File: src/rtl/alien_pkg.sv
// rtl/alien_pkg.sv - formation states, default geometry and index widths
package alien_pkg;

  typedef enum logic [1:0] {
    MARCH   = 2'd0,
    DESCEND = 2'd1,
    CLEAR   = 2'd2,
    INVADED = 2'd3
  } state_t;

  localparam int ROWS        = 5;
  localparam int COLS        = 11;
  localparam int CELL_W      = 32;
  localparam int CELL_H      = 24;
  localparam int ALIEN_W     = 25;
  localparam int ALIEN_H     = 20;
  localparam int X0          = 32;
  localparam int Y0          = 40;
  localparam int X_MIN       = 0;
  localparam int X_MAX       = 639;
  localparam int Y_LIMIT     = 440;
  localparam int STEP_X      = 2;
  localparam int DROP_Y      = 16;
  localparam int SPEED_SHIFT = 2;
  localparam int MIN_PERIOD  = 1;

  localparam int ROW_W = $clog2(ROWS);
  localparam int COL_W = $clog2(COLS);

endpackage

File: src/rtl/alien_formation_if.sv
// rtl/alien_formation_if.sv - control/hit inputs and formation state outputs
interface alien_formation_if
  import alien_pkg::*;
#(
  parameter int ROWS = alien_pkg::ROWS,
  parameter int COLS = alien_pkg::COLS
);
  localparam int RW = $clog2(ROWS);
  localparam int CW = $clog2(COLS);

  logic                 enable;
  logic                 hit_valid;
  logic [RW-1:0]        hit_row;
  logic [CW-1:0]        hit_col;
  logic [9:0]           origin_x;
  logic [9:0]           origin_y;
  logic [ROWS*COLS-1:0] alive;
  logic [7:0]           alive_count;
  logic                 dir_right;
  logic                 step_pulse;
  logic                 wave_clear;
  logic                 invaded;

  modport master (
    output enable, hit_valid, hit_row, hit_col,
    input  origin_x, origin_y, alive, alive_count, dir_right,
    input  step_pulse, wave_clear, invaded
  );

  modport slave (
    input  enable, hit_valid, hit_row, hit_col,
    output origin_x, origin_y, alive, alive_count, dir_right,
    output step_pulse, wave_clear, invaded
  );

endinterface

File: src/rtl/alien_extent.sv
// rtl/alien_extent.sv - leftmost/rightmost live column and lowest live row of the mask
module alien_extent
  import alien_pkg::*;
#(
  parameter int ROWS = alien_pkg::ROWS,
  parameter int COLS = alien_pkg::COLS
) (
  input  logic [ROWS*COLS-1:0]     i_alive,
  output logic [$clog2(COLS)-1:0]  o_left,
  output logic [$clog2(COLS)-1:0]  o_right,
  output logic [$clog2(ROWS)-1:0]  o_bottom,
  output logic                     o_any
);
  localparam int RW = $clog2(ROWS);
  localparam int CW = $clog2(COLS);

  logic [COLS-1:0] w_col_any;
  logic [ROWS-1:0] w_row_any;

  always_comb begin
    w_col_any = '0;
    w_row_any = '0;
    for (int r = 0; r < ROWS; r++) begin
      for (int c = 0; c < COLS; c++) begin
        if (i_alive[r*COLS+c]) begin
          w_col_any[c] = 1'b1;
          w_row_any[r] = 1'b1;
        end
      end
    end
  end

  // Loop direction sets the priority: the last match written wins.
  always_comb begin
    o_left   = '0;
    o_right  = '0;
    o_bottom = '0;
    for (int c = COLS-1; c >= 0; c--) begin
      if (w_col_any[c]) o_left = CW'(c);
    end
    for (int c = 0; c < COLS; c++) begin
      if (w_col_any[c]) o_right = CW'(c);
    end
    for (int r = 0; r < ROWS; r++) begin
      if (w_row_any[r]) o_bottom = RW'(r);
    end
  end

  assign o_any = |w_row_any;

endmodule

File: src/rtl/alien_formation.sv
// rtl/alien_formation.sv - rigid alien formation: march, drop/reverse at edges, kill mask, speed-up
module alien_formation
  import alien_pkg::*;
#(
  parameter int ROWS        = alien_pkg::ROWS,
  parameter int COLS        = alien_pkg::COLS,
  parameter int CELL_W      = alien_pkg::CELL_W,
  parameter int CELL_H      = alien_pkg::CELL_H,
  parameter int ALIEN_W     = alien_pkg::ALIEN_W,
  parameter int ALIEN_H     = alien_pkg::ALIEN_H,
  parameter int X0          = alien_pkg::X0,
  parameter int Y0          = alien_pkg::Y0,
  parameter int X_MIN       = alien_pkg::X_MIN,
  parameter int X_MAX       = alien_pkg::X_MAX,
  parameter int Y_LIMIT     = alien_pkg::Y_LIMIT,
  parameter int STEP_X      = alien_pkg::STEP_X,
  parameter int DROP_Y      = alien_pkg::DROP_Y,
  parameter int SPEED_SHIFT = alien_pkg::SPEED_SHIFT,
  parameter int MIN_PERIOD  = alien_pkg::MIN_PERIOD
) (
  input  logic             frame_clk,
  input  logic             Reset,
  alien_formation_if.slave bus
);
  localparam int N  = ROWS * COLS;
  localparam int RW = $clog2(ROWS);
  localparam int CW = $clog2(COLS);

  state_t          r_state;
  state_t          w_next;
  logic [N-1:0]    r_alive;
  logic [7:0]      r_count;
  logic [9:0]      r_x;
  logic [9:0]      r_y;
  logic            r_dir;
  logic [7:0]      r_cnt;

  logic [CW-1:0]   w_left;
  logic [CW-1:0]   w_right;
  logic [RW-1:0]   w_bottom;
  logic            w_any;
  logic            w_active;
  logic [7:0]      w_period;
  logic            w_step;
  logic [10:0]     w_right_edge;
  logic [10:0]     w_left_edge;
  logic [10:0]     w_drop_y;
  logic            w_at_right;
  logic            w_at_left;
  logic            w_invade;
  logic [7:0]      w_hit_idx;
  logic [N-1:0]    w_hit_mask;
  logic            w_hit_in_range;
  logic            w_hit_ok;

  alien_extent #(.ROWS(ROWS), .COLS(COLS)) u_extent (
    .i_alive  (r_alive),
    .o_left   (w_left),
    .o_right  (w_right),
    .o_bottom (w_bottom),
    .o_any    (w_any)
  );

  assign w_active = (r_state == MARCH) || (r_state == DESCEND);
  assign w_period = 8'(32'(r_count >> SPEED_SHIFT) + MIN_PERIOD);
  // ">=" rather than "==" so a period that shrank under the counter still fires.
  assign w_step   = w_active && bus.enable && w_any && (r_cnt >= (w_period - 8'd1));

  assign w_right_edge = {1'b0, r_x} + 11'(w_right) * 11'(CELL_W) + 11'(ALIEN_W - 1);
  assign w_left_edge  = {1'b0, r_x} + 11'(w_left) * 11'(CELL_W);
  assign w_at_right   = (w_right_edge + 11'(STEP_X)) > 11'(X_MAX);
  assign w_at_left    = w_left_edge < 11'(X_MIN + STEP_X);
  assign w_drop_y     = {1'b0, r_y} + 11'(DROP_Y);
  assign w_invade     = (w_drop_y + 11'(w_bottom) * 11'(CELL_H) + 11'(ALIEN_H - 1)) >= 11'(Y_LIMIT);

  assign w_hit_idx      = 8'(bus.hit_row) * 8'(COLS) + 8'(bus.hit_col);
  assign w_hit_mask     = {{(N-1){1'b0}}, 1'b1} << w_hit_idx;
  assign w_hit_in_range = (32'(bus.hit_row) < ROWS) && (32'(bus.hit_col) < COLS);
  assign w_hit_ok       = bus.hit_valid && (r_state != INVADED) && w_hit_in_range
                          && |(r_alive & w_hit_mask);

  always_ff @(posedge frame_clk) begin
    if (Reset) r_state <= MARCH;
    else       r_state <= w_next;
  end

  always_comb begin
    w_next = r_state;
    case (r_state)
      MARCH: begin
        if (!w_any)                                       w_next = CLEAR;
        else if (w_step && (r_dir ? w_at_right : w_at_left)) w_next = DESCEND;
      end
      DESCEND: begin
        if (!w_any)      w_next = CLEAR;
        else if (w_step) w_next = w_invade ? INVADED : MARCH;
      end
      default: w_next = r_state;
    endcase
  end

  always_comb begin
    bus.step_pulse = w_step;
    bus.wave_clear = (r_state == CLEAR);
    bus.invaded    = (r_state == INVADED);
  end

  always_ff @(posedge frame_clk) begin
    if (Reset) begin
      r_x   <= 10'(X0);
      r_y   <= 10'(Y0);
      r_dir <= 1'b1;
    end else if (w_step) begin
      if (r_state == MARCH) begin
        if (r_dir && !w_at_right)      r_x <= r_x + 10'(STEP_X);
        else if (!r_dir && !w_at_left) r_x <= r_x - 10'(STEP_X);
      end else begin
        r_y   <= w_drop_y[9:0];
        r_dir <= ~r_dir;
      end
    end
  end

  always_ff @(posedge frame_clk) begin
    if (Reset)                             r_cnt <= 8'd0;
    else if (w_step)                       r_cnt <= 8'd0;
    else if (w_active && bus.enable && w_any) r_cnt <= r_cnt + 8'd1;
  end

  always_ff @(posedge frame_clk) begin
    if (Reset) begin
      r_alive <= '1;
      r_count <= 8'(N);
    end else if (w_hit_ok) begin
      r_alive <= r_alive & ~w_hit_mask;
      r_count <= r_count - 8'd1;
    end
  end

  assign bus.origin_x    = r_x;
  assign bus.origin_y    = r_y;
  assign bus.alive       = r_alive;
  assign bus.alive_count = r_count;
  assign bus.dir_right   = r_dir;

endmodule

File: src/flat_wrapper.sv
// flat-port wrapper written by rule: the top's interface ports become plain ports
module alien_formation_flat import alien_pkg::*;
#(
  parameter int ROWS        = alien_pkg::ROWS,
  parameter int COLS        = alien_pkg::COLS,
  parameter int CELL_W      = alien_pkg::CELL_W,
  parameter int CELL_H      = alien_pkg::CELL_H,
  parameter int ALIEN_W     = alien_pkg::ALIEN_W,
  parameter int ALIEN_H     = alien_pkg::ALIEN_H,
  parameter int X0          = alien_pkg::X0,
  parameter int Y0          = alien_pkg::Y0,
  parameter int X_MIN       = alien_pkg::X_MIN,
  parameter int X_MAX       = alien_pkg::X_MAX,
  parameter int Y_LIMIT     = alien_pkg::Y_LIMIT,
  parameter int STEP_X      = alien_pkg::STEP_X,
  parameter int DROP_Y      = alien_pkg::DROP_Y,
  parameter int SPEED_SHIFT = alien_pkg::SPEED_SHIFT,
  parameter int MIN_PERIOD  = alien_pkg::MIN_PERIOD
)
  (frame_clk, Reset, bus_enable, bus_hit_valid, bus_hit_row, bus_hit_col, bus_origin_x, bus_origin_y, bus_alive, bus_alive_count, bus_dir_right, bus_step_pulse, bus_wave_clear, bus_invaded);
  alien_formation_if #(.ROWS(ROWS), .COLS(COLS)) bus_i ();
  input  logic frame_clk;
  input  logic Reset;
  input wire logic [$bits(bus_i.enable)-1:0] bus_enable;
  input wire logic [$bits(bus_i.hit_valid)-1:0] bus_hit_valid;
  input wire logic [$bits(bus_i.hit_row)-1:0] bus_hit_row;
  input wire logic [$bits(bus_i.hit_col)-1:0] bus_hit_col;
  output wire logic [$bits(bus_i.origin_x)-1:0] bus_origin_x;
  output wire logic [$bits(bus_i.origin_y)-1:0] bus_origin_y;
  output wire logic [$bits(bus_i.alive)-1:0] bus_alive;
  output wire logic [$bits(bus_i.alive_count)-1:0] bus_alive_count;
  output wire logic [$bits(bus_i.dir_right)-1:0] bus_dir_right;
  output wire logic [$bits(bus_i.step_pulse)-1:0] bus_step_pulse;
  output wire logic [$bits(bus_i.wave_clear)-1:0] bus_wave_clear;
  output wire logic [$bits(bus_i.invaded)-1:0] bus_invaded;
  assign bus_i.enable = bus_enable;
  assign bus_i.hit_valid = bus_hit_valid;
  assign bus_i.hit_row = bus_hit_row;
  assign bus_i.hit_col = bus_hit_col;
  assign bus_origin_x = bus_i.origin_x;
  assign bus_origin_y = bus_i.origin_y;
  assign bus_alive = bus_i.alive;
  assign bus_alive_count = bus_i.alive_count;
  assign bus_dir_right = bus_i.dir_right;
  assign bus_step_pulse = bus_i.step_pulse;
  assign bus_wave_clear = bus_i.wave_clear;
  assign bus_invaded = bus_i.invaded;
  alien_formation #(.ROWS(ROWS), .COLS(COLS), .CELL_W(CELL_W), .CELL_H(CELL_H), .ALIEN_W(ALIEN_W), .ALIEN_H(ALIEN_H), .X0(X0), .Y0(Y0), .X_MIN(X_MIN), .X_MAX(X_MAX), .Y_LIMIT(Y_LIMIT), .STEP_X(STEP_X), .DROP_Y(DROP_Y), .SPEED_SHIFT(SPEED_SHIFT), .MIN_PERIOD(MIN_PERIOD)) u_core (.frame_clk(frame_clk), .Reset(Reset), .bus(bus_i));
endmodule
File: config.mk
export PLATFORM = sky130hd
export DESIGN_NAME = alien_formation_flat
export DESIGN_NICKNAME = d
export VERILOG_FILES = /design/src/rtl/alien_pkg.sv /design/src/rtl/alien_formation_if.sv /design/src/rtl/alien_extent.sv /design/src/rtl/alien_formation.sv /design/src/flat_wrapper.sv
export SDC_FILE = /design/constraint.sdc
export NUM_CORES = 1
export LEC_CHECK = 0
export ABC_CLOCK_PERIOD_IN_PS = 5600
export CAP_MARGIN = 15
export CORE_AREA = 2 2 91 136
export DETAILED_ROUTE_END_ITERATION = 10
export DIE_AREA = 0 0 93 138
export PLACE_DENSITY = 0.8
export SYNTH_ARGS = -nofsm -noshare
export SYNTH_HDL_FRONTEND = slang
export SYNTH_SLANG_ARGS = --single-unit
File: constraint.sdc
create_clock -name frame_clk -period 5.6 [get_ports frame_clk]
set_clock_uncertainty 0.2 [all_clocks]
set_input_delay 1.12 -clock frame_clk [delete_from_list [all_inputs] [get_ports frame_clk]]
set_output_delay 1.12 -clock frame_clk [all_outputs]
set_load 0.03 [all_outputs]
==> After elaboration in Yosys (flattened, before gate mapping) <==
Cells that the tools add are included.
Widths: inputs -> output; s select.
{ "word_totals": {"output_inout_bits": 87, "wordCells": 207, "latch_bits": 0, "register_bits": 94, "mem_count": 0, "in_bits": 11, "mem_bits_ro": 0, "ramBits": 0} }
{ "classes": {"mul": 2, "order_cmp": 6, "shift": 1, "addsub": 14, "n_eq_ne": 6, "bitwise_logic": 5, "n_div": 0, "muxes": 143, "reduce_logical": 23} }
{ "ops": {"columns": ["operator", "count"], "rows": [
  ["$mux 1", 112],
  ["$and 55x55->55", 2],
  ["$mux 4", 20],
  ["$not 55->55", 1],
  ["$reduce_or 55->1", 1],
  ["$shl 1x8->55 const A", 1],
  ["$add 10x9->11", 2],
  ["$add 11x5->11 const B", 2],
  ["$mux 10", 2],
  ["$sub 8x1->8 const B", 2],
  ["$add 10x5->11 const B", 1],
  ["$add 11x2->11 const B", 1],
  ["$add 11x8->11", 1],
  ["$ge 11x9->1 const B", 1],
  ["$gt 11x10->1 const B", 1],
  ["$lt 11x2->1 const B", 1],
  ["$add 10x2->10 const B", 1],
  ["$logic_and 1x1->1", 10],
  ["$mux 2", 5],
  ["$sub 10x2->10 const B", 1],
  ["$mux 3", 3],
  ["$add 7x4->8", 1],
  ["$add 8x1->8 const B", 1],
  ["$ge 8x8->1", 1],
  ["19 further kinds", 26]
]} }

==> Longest topological paths before layout <==
Gate-level depths: netlist (run 1).
{ "depth": {"depth_word": 24, "ltp_mapped": 21, "mapped_depth_nobuf": 21} }

==> By module <==
A second synthesis (run 1) with hierarchy kept.
{ "hier_totals": {"cells_unflattened": 719, "hier_area_um2": 5960.7} }
{ "by_module_without_submodules": {"columns": ["mod", "cells_each", "instances", "area_per_inst_um2", "seq_area_each_um2"], "rows": [
  ["alien_formation", 641, 1, 5455.2, 1781.7],
  ["alien_extent", 78, 1, 505.5, 0.0]
]} }

==> Worst setup path after synthesis (run 1) <==
Ideal clock, no wire load.
{ "synth_path": {"path_kind": "input-to-reg", "from": "input port bus_hit_row[1]", "to": "register u_core.r_alive[4] (netlist: u_core.bus.alive[4])", "t_required_ps": 5265, "stages": 15, "arrival_time_ps": 4633, "setup_ps": 135, "slack_ps": 632, "n_path_buf": 3, "cell_sequence": "inv_1 ha_1 fa_1 fa_1 and2b_1 o21ai_1 a211o_1 a311o_1 o32a_1 and4bb_1 buf_6 nor2_1 buf_2 buf_2 a31oi_1"} }
{ "synth_between": {"elab_chain_cells": 6, "elab_cells_between_ends": 11, "cone_classes": "add/sub (1); mul (1); order compare (1); shift (1); bitwise (3); reduce/logical (4)"} }
{ "synth_rtl": {"columns": ["item", "line", "rtl"], "rows": [
  ["start, declared", "flat_wrapper.sv:26", "input wire logic [$bits(bus_i.hit_row)-1:0] bus_hit_row;"],
  ["$mul 3x4->7", "alien_formation.sv:76", "assign w_hit_idx = 8'(bus.hit_row) * 8'(COLS) + 8'(bus.hit_col);"],
  ["$add 7x4->8", "alien_formation.sv:76", null],
  ["$shl 1x8->55", "alien_formation.sv:77", "assign w_hit_mask = {{(N-1){1'b0}}, 1'b1} << w_hit_idx;"],
  ["$and 55x55->55", "alien_formation.sv:80", "&& |(r_alive & w_hit_mask);"],
  ["$reduce_or 55->1", "alien_formation.sv:80", null],
  ["$logic_and 1x1->1", "alien_formation.sv:80", null],
  ["end signal, assigned", "alien_formation.sv:135", "r_alive <= r_alive & ~w_hit_mask;"],
  ["end, declared", "alien_formation.sv:31", "logic [N-1:0] r_alive;"]
]} }
Several ways; a longest one is shown, not always the timed one.
A chain may end at the register's enable or synchronous reset.

==> Final worst setup path (run 1) <==
{ "layout_path": {"from": "input port bus_hit_row[1]", "to": "register u_core.r_count[7] (netlist: u_core.bus.alive_count[7])"} }
{ "layout_between": {"elab_chain_cells": 6, "elab_cells_between_ends": 9, "cone_classes": "add/sub (1); mul (1); order compare (1); shift (1); bitwise (1); reduce/logical (4)"} }
{ "layout_rtl": {"columns": ["item", "line", "rtl"], "rows": [
  ["$mul 3x4->7", "alien_formation.sv:76", null],
  ["$add 7x4->8", "alien_formation.sv:76", null],
  ["$shl 1x8->55", "alien_formation.sv:77", null],
  ["$and 55x55->55", "alien_formation.sv:80", null],
  ["$reduce_or 55->1", "alien_formation.sv:80", null],
  ["$logic_and 1x1->1 *", "alien_formation.sv:80", null],
  ["end signal, assigned", "alien_formation.sv:133", "r_count <= 8'(N);"],
  ["end signal, assigned", "alien_formation.sv:136", "r_count <= r_count - 8'd1;"],
  ["end, declared", "alien_formation.sv:32", "logic [7:0] r_count;"]
]} }
Mark *: on every way between the ends. The rest lies on a longest branch, timed or not.

==> results of run 1 <==
## state kept, by name (all words and copies together) (netlist names)
signal                  cells
u_core.r_state              2
u_core.r_cnt                8
u_core.bus.origin_y         6
u_core.bus.alive           55
u_core.bus.alive_count      8
u_core.bus.origin_x         9
u_core.bus.dir_right        1
## layout make-up
cell class	instances	area, um2	area share [%]
multi-input combinational	629	4160	53.0
sequential	89	1780	22.7
timing repair buffer	134	1260	16.0
clock buffer	10	229	2.92
tap	153	191	2.44
inverter	35	131	1.67
clock inverter	6	97.6	1.24
## logic make-up after synthesis
logic type / synth area share (%)
and+or+nand+nor: 25.2
AOI/OAI and AO/OA: 19.7
DFF: 28.4
buffers and inverters: 5.77
adders and majority gates: 11.3
xor gates and xnor gates: 5.17
muxes: 4.37
other: 0.120
## power by group through the flow
stage	logic, mW	registers (mW)	clock network (mW)
2_1_floorplan	0.369	0.667	0
3_3_place_gp	0.563	0.661	0
3_5_place_dp	0.568	0.661	0
4_1_cts	0.570	0.646	0.682
5_1_grt	0.624	0.647	0.708
6_report	0.585	0.647	0.679
## metal layers
layer  up-vias  track usage, %  part of all wire (%)
li1       3099               -                     -
met1      3127            36.7                    36
met2       350            58.4                    50
met3       112            6.32                   7.6
met4         0            21.1                   6.7
met5         -               0                     0
## worst register-to-register path, cell delays in order, from the launching register on
cell and delay [ps]:
dfxtp_1 350, or4_1 600, nor3_1 320, and2_1 220
nor2_1 60, ha_1 320, or4_1 550, a211oi_1 230
a211o_1 150, nand2_1 250, fa_1 490, a21o_1 180
a21oi_1 220, o21ai_0 200, o41ai_2 290, nand2_1 100
o41ai_1 90, a211oi_1 140, a31o_2 260
## metrics by stage
step                      worst slack [ps]  cells  cell area (um2)  power [mW]
after floorplan                        632    800             6280        1.04
after global placement                97.9   1040             7510        1.22
after detailed placement             -40.0   1040             7510        1.23
after CTS                              314   1056             7840        1.90
after global routing                  47.3   1056             7850        1.98
final                                  285   1056             7850        1.91
## worst paths after layout
path                                                     startpoint                                      to  slack, ps
worst max-delay path                                 bus_hit_row[1]  u_core.bus.alive_count[7]$_SDFFE_PP0P_        280
worst max register to register    u_core.bus.alive[18]$_SDFFE_PP1P_     u_core.bus.origin_x[9]$_SDFFE_PP0P_        320
worst min register to register  u_core.bus.origin_x[4]$_SDFFE_PP0P_     u_core.bus.origin_x[4]$_SDFFE_PP0P_        330
worst min-delay path            u_core.bus.origin_x[4]$_SDFFE_PP0P_     u_core.bus.origin_x[4]$_SDFFE_PP0P_        330
## cell usage in the layout, fill, tap and decap left out, drive strengths merged, types with 10 or more instances in the layout
cell           synthesis  final
a21o                  15     15
a21oi                 29     29
a31oi                 61     61
and3                  14     14
buf                   22     43
clkbuf                25     10
clkdlybuf4s50          0     91
dfxtp                 89     89
ha                    47     47
inv                   35     38
mux2i                 15     15
nand2                 39     39
nand3                 24     24
nand4                 13     13
nor2                 138    138
nor2b                 11     11
nor3                  26     26
nor4                  15     15
o21ai                 19     19
or4                   12     12
xnor2                 15     15
xor2                  22     22
==> run_results.csv, run 1 <==
group,metric,value,unit
routing,dr.pass1.iters,6,
timing,worst_slew_pin_slew,1080,ps
layout,drive_gt1_share,9.19,%
timing,max_freq,188,MHz
clocking,post_cts_buffers,0,
clocking,cts_resized,0,
grt,grt_max_degree,57,
critical_path,cp_num_cells,15,
critical_path,crit_family,"simple AND/OR/NAND/NOR gates",
yosys,netlist_instances,796,
clocking,clockBufferDepth,2,
routing,via_per_inst,6.33,
floorplanning,num_io_pins,98,
critical_path,worstPathCellList,"clkdlybuf4s50_1, inv_1, ha_1, fa_1, inv_1, ha_1, and3_1, o21a_1, nor2_1, mux2_2, o22ai_1, and4bb_1, buf_4, or4_1, a21oi_1",
yosys,avgSynthCellArea,7.88,um2
timing,relSlewSlack,27.7,%
yosys,synth_largest_area_cell,"dfxtp_1",
clocking,root_buffer,"clkbuf_16",
routing,routed_wl,21800,um
clocking,cts_tree,"done",
power_and_ir_drop,ir_drop,0.000167,V
floorplanning,dieArea,12800,um2
yosys,synth_edf_count,0,
layout,nFillCells,1028,
critical_path,cp_max_fo,9,
routing,first_iter_violations,478,
grt,grt_usage,33.6,%
power_and_ir_drop,p_seq_share,33.8,%
critical_path,cp.required,5660,ps
yosys,yosys_warnings,0,
critical_path,crit_type,"primary input to register",
yosys,synth_area,6270,um2
floorplanning,fp-row-count,49,
layout,antenna-diode-count,0,
critical_path,startpoint_type,"primary input",
timing,setup_violations,0,
timing,hold_violations,0,
power_and_ir_drop,p_leak,3.16,nW
place,io_buffers,92,
grt,grt_pass1_wl,34000,um
yosys,synthDistinctLibCells,72,
power_and_ir_drop,sw_frac_of_total,34.5,%
clocking,cts_hold_buf,0,
yosys,ys_ff_latch,89,
layout,area_growth,25.2,%
status,outcome,"completed",
floorplanning,die_h,138,um
place,routabilityCongestion,1.07,
grt,antenna_found_initial,0,
yosys,yosysSeqAreaShare,28.4,%
critical_path,worstPathArrival,5380,ps
floorplanning,start_util,53.3,%
power_and_ir_drop,combPwrFrac,30.6,%
grt,grt_pass1_vias,6590,
layout,post-route-util,66.7,%
timing,setup-tns-final,0,ps
power_and_ir_drop,clock_power_share,35.5,%
yosys,synth_top_area_share,28.4,%
critical_path,end_kind,"register",
floorplanning,core_area,11800,um2
timing,grt_setup_unrepaired,"no",
clocking,cts-buffers-inserted,9,
power_and_ir_drop,p_sw,659,uW
power_and_ir_drop,p_per_area,244,nW/um2
yosys,synth_ff_type,"dfxtp_1",
clocking,htree_levels,3,
yosys,synth.top_cells.by_area,"dfxtp_1 28%, ha_1 9.4%, nor2_1 8.3%",
power_and_ir_drop,intPower,1.25,mW
critical_path,crit_buf_inv,4,
layout,nNetsFinal,962,
clocking,cts.clk_slew.worst_paths,70,ps
yosys,yosysMostFrequentCell,"nor2_1",
worst_hold_path,min_path_cells,2,
timing,drv_slew,0,
routing,drcViolationCount,0,
place,hpwlAfterDp,16600,um
critical_path,ff2ff_path_depth,18,
timing,period_needed,5320,ps
yosys,async_flop_share,0,%
grt,grt-ovfl-total,0,
timing,fin_crit_sh,94.9,%
critical_path,slowest_delay,590,ps
critical_path,worst_path_max_delay_cell,"fa_1",
routing,vias,6688,
timing,holdWs,326,ps
routing,drtAntennaViolNets,0,
yosys,synth_common_cells,"138 x nor2_1, 89 x dfxtp_1, 61 x a31oi_1, 47 x ha_1, 39 x nand2_1",
clocking,clk_latency,350,ps
clocking,cts_sinks,89,
floorplanning,die_w,93,um
routing,wire_per_inst,20.6,um
worst_hold_path,hp-class,"register to register",
flow_run,cap_violations,0,
Note: power is estimated with default switching activity, not from simulation.
==> run 2: changes to the inputs <==
--- a/config.mk
+++ b/config.mk
@@ -10,7 +10,9 @@
 export CORE_AREA = 2 2 91 136
 export DETAILED_ROUTE_END_ITERATION = 10
 export DIE_AREA = 0 0 93 138
+export HOLD_SLACK_MARGIN = 0.1
 export PLACE_DENSITY = 0.8
+export REMOVE_ABC_BUFFERS = 1
 export SYNTH_ARGS = -nofsm -noshare
 export SYNTH_HDL_FRONTEND = slang
 export SYNTH_SLANG_ARGS = --single-unit
==> run 2 against run 1 <==
  * Clock-buffer cell count stayed put
  * Clock power is 1% lower
  * Via count is 1.0% lower
  * Register-to-register slack worse by 20 ps
  * Highest routed layer unchanged
  * Largest power group unchanged
==> run_results.csv, run 2 (same netlist as run 1, synthesis figures left out) <==
group,metric,value,unit
worst_hold_path,hp-class,"register to register",
floorplanning,num_io_pins,98,
power_and_ir_drop,combPwrFrac,30.0,%
timing,fin_ws,299,ps
critical_path,worstPathArrival,5340,ps
critical_path,cp.required,5630,ps
flow_run,cap_violations,0,
timing,fin_crit_sh,94.7,%
clocking,cts_tree,"done",
status,outcome,"completed",
routing,wl_met3,1160,um
layout,nNetsFinal,960,
routing,drtAntennaViolNets,0,
power_and_ir_drop,p_seq_share,34.3,%
floorplanning,start_util,53.3,%
clocking,cts_sinks,89,
power_and_ir_drop,p_per_area,241,nW/um2
critical_path,crit_type,"register to register",
grt,grt_max_degree,42,
critical_path,worstPathCellList,"or4_1, nor3_1, and2_1, nor2_1, ha_1, or4_1, a211oi_1, a211o_1, nand2_1, fa_1, a21o_1, a21oi_1, o21ai_0, o41ai_2, nand2_1, o41ai_1, a211oi_1, a31o_2",
timing,hold_violations,0,
grt,antenna_found_initial,0,
grt,grt-ovfl-total,0,
timing,grt_setup_unrepaired,"no",
clocking,htree_levels,3,
power_and_ir_drop,clock_power_share,35.6,%
clocking,clk_latency,350,ps
power_and_ir_drop,p_leak,3.14,nW
routing,wl_met2,10600,um
critical_path,startpoint_type,"register",
timing,setup_violations,0,
floorplanning,dieArea,12800,um2
critical_path,slowest_delay,610,ps
layout,drive_gt1_share,8.99,%
floorplanning,fp-row-count,49,
critical_path,cp_max_fo,9,
routing,via_per_inst,6.28,
routing,first_iter_violations,504,
power_and_ir_drop,ir_drop,0.000188,V
power_and_ir_drop,intPower,1.25,mW
place,io_buffers,92,
routing,vias,6621,
layout,area_growth,24.8,%
layout,antenna-diode-count,0,
clocking,cts_hold_buf,0,
place,place_area,7480,um2
floorplanning,die_h,138,um
layout,largest_register_ffs,55,
layout,seq_area,1780,um2
place,routabilityCongestion,1.08,
grt,grt_pass1_vias,6412,
grt,grt_usage,31.7,%
critical_path,crit_family,"simple AND/OR/NAND/NOR gates",
routing,wire_per_inst,19.5,um
clocking,clockBufferDepth,2,
timing,relSlewSlack,52.8,%
floorplanning,core_area,11800,um2
routing,drcViolationCount,0,
layout,final_common_cell,"nor2_1",
timing,worst_slew_pin_slew,702,ps
critical_path,end_kind,"register",
routing,routed_wl,20500,um
routing,wl_met1,7910,um
place,hpwlAfterDp,15800,um
routing,maxUsedRoutingLayer,"met4",
routing,dr.pass1.iters,5,
timing,drv_slew,0,
timing,max_freq,189,MHz
layout,layout_common_cells,"137 x nor2_1, 91 x clkdlybuf4s50_1, 89 x dfxtp_1",
layout,nFillCells,1010,
layout,finalInstanceArea,7820,um2
clocking,root_buffer,"clkbuf_16",
timing,period_needed,5300,ps
grt,grt_pass1_wl,32900,um
clocking,cts.clk_slew.worst_paths,70,ps
power_and_ir_drop,sw_frac_of_total,33.9,%
place,preCtsSetupSlack,24.7,ps
floorplanning,die_w,93,um
critical_path,worst_path_max_delay_cell,"or4_1",
layout,multiInputGateArea,4160,um2
power_and_ir_drop,p_sw,638,uW
critical_path,crit_buf_inv,0,
clocking,cts-buffers-inserted,9,
## run 2: cell count changes in the layout (fill, tap and decap cells not counted), sizes merged
| cell | before | now |
|---|---|---|
| buf | 43 | 41 |
## run 2: final timing paths
kind | start | end | slack (ps) | depth (start not counted)
setup / recovery | u_core.bus.alive[37]$_SDFFE_PP1P_ | u_core.bus.origin_x[9]$_SDFFE_PP0P_ | 300 | 18
hold / removal | u_core.bus.origin_x[4]$_SDFFE_PP0P_ | u_core.bus.origin_x[4]$_SDFFE_PP0P_ | 330 | 2
setup reg to reg | u_core.bus.alive[37]$_SDFFE_PP1P_ | u_core.bus.origin_x[9]$_SDFFE_PP0P_ | 300 | 18
hold reg to reg | u_core.bus.origin_x[4]$_SDFFE_PP0P_ | u_core.bus.origin_x[4]$_SDFFE_PP0P_ | 330 | 2
## run 2: metal layers
layer,GRT usage [%],up-vias
met3,3.92,70
met4,13.2,0
met5,0,-
met1,37.7,3117
li1,-,3105
met2,56.5,329
## run 2: cell type report
cell class / count / share of cell area, %
Clock inverter: 6 / 1.25
Sequential cell: 89 / 22.8
Timing Repair Buffer: 132 / 15.7
Clock buffer: 10 / 2.93
Inverter: 35 / 1.68
Multi-Input combinational cell: 629 / 53.2
Tap cell: 153 / 2.45
## run 2: worst reg2reg max path: cells and delay by family (launching register included)
| kind | cells | cell delay (ps) |
|---|---|---|
| DFF | 1 | 360 |
| AOI/OAI and AO/OA | 9 | 1790 |
| and+or+nand+nor | 7 | 2020 |
| adders and majority gates | 2 | 810 |
## run 2: repair_timing
action                                 in CTS  in global routing
buffers inserted                            0                  0
resized for setup                           0                  2
setup endpoints to repair                   0                  1
endpoints found under the hold margin       0                  0
## run 2: power groups by stage
stage	registers (mW)	logic, mW	clock network [mW]
6_report	0.647	0.566	0.671
2_1_floorplan	0.667	0.323	0
3_3_place_gp	0.661	0.545	0
3_5_place_dp	0.661	0.548	0
4_1_cts	0.647	0.552	0.674
5_1_grt	0.647	0.597	0.705
## run 2: through the flow
stage	util, %	hold WS, ps	setup TNS (ps)	power, mW	instances
after global placement	63.6	307	0	1.21	1038
after CTS	66.3	327	0	1.87	1054
final	66.4	333	0	1.88	1054
after floorplan	-	285	-38400	0.990	753
after global routing	66.4	363	0	1.95	1054
after detailed placement	63.6	313	0	1.21	1038
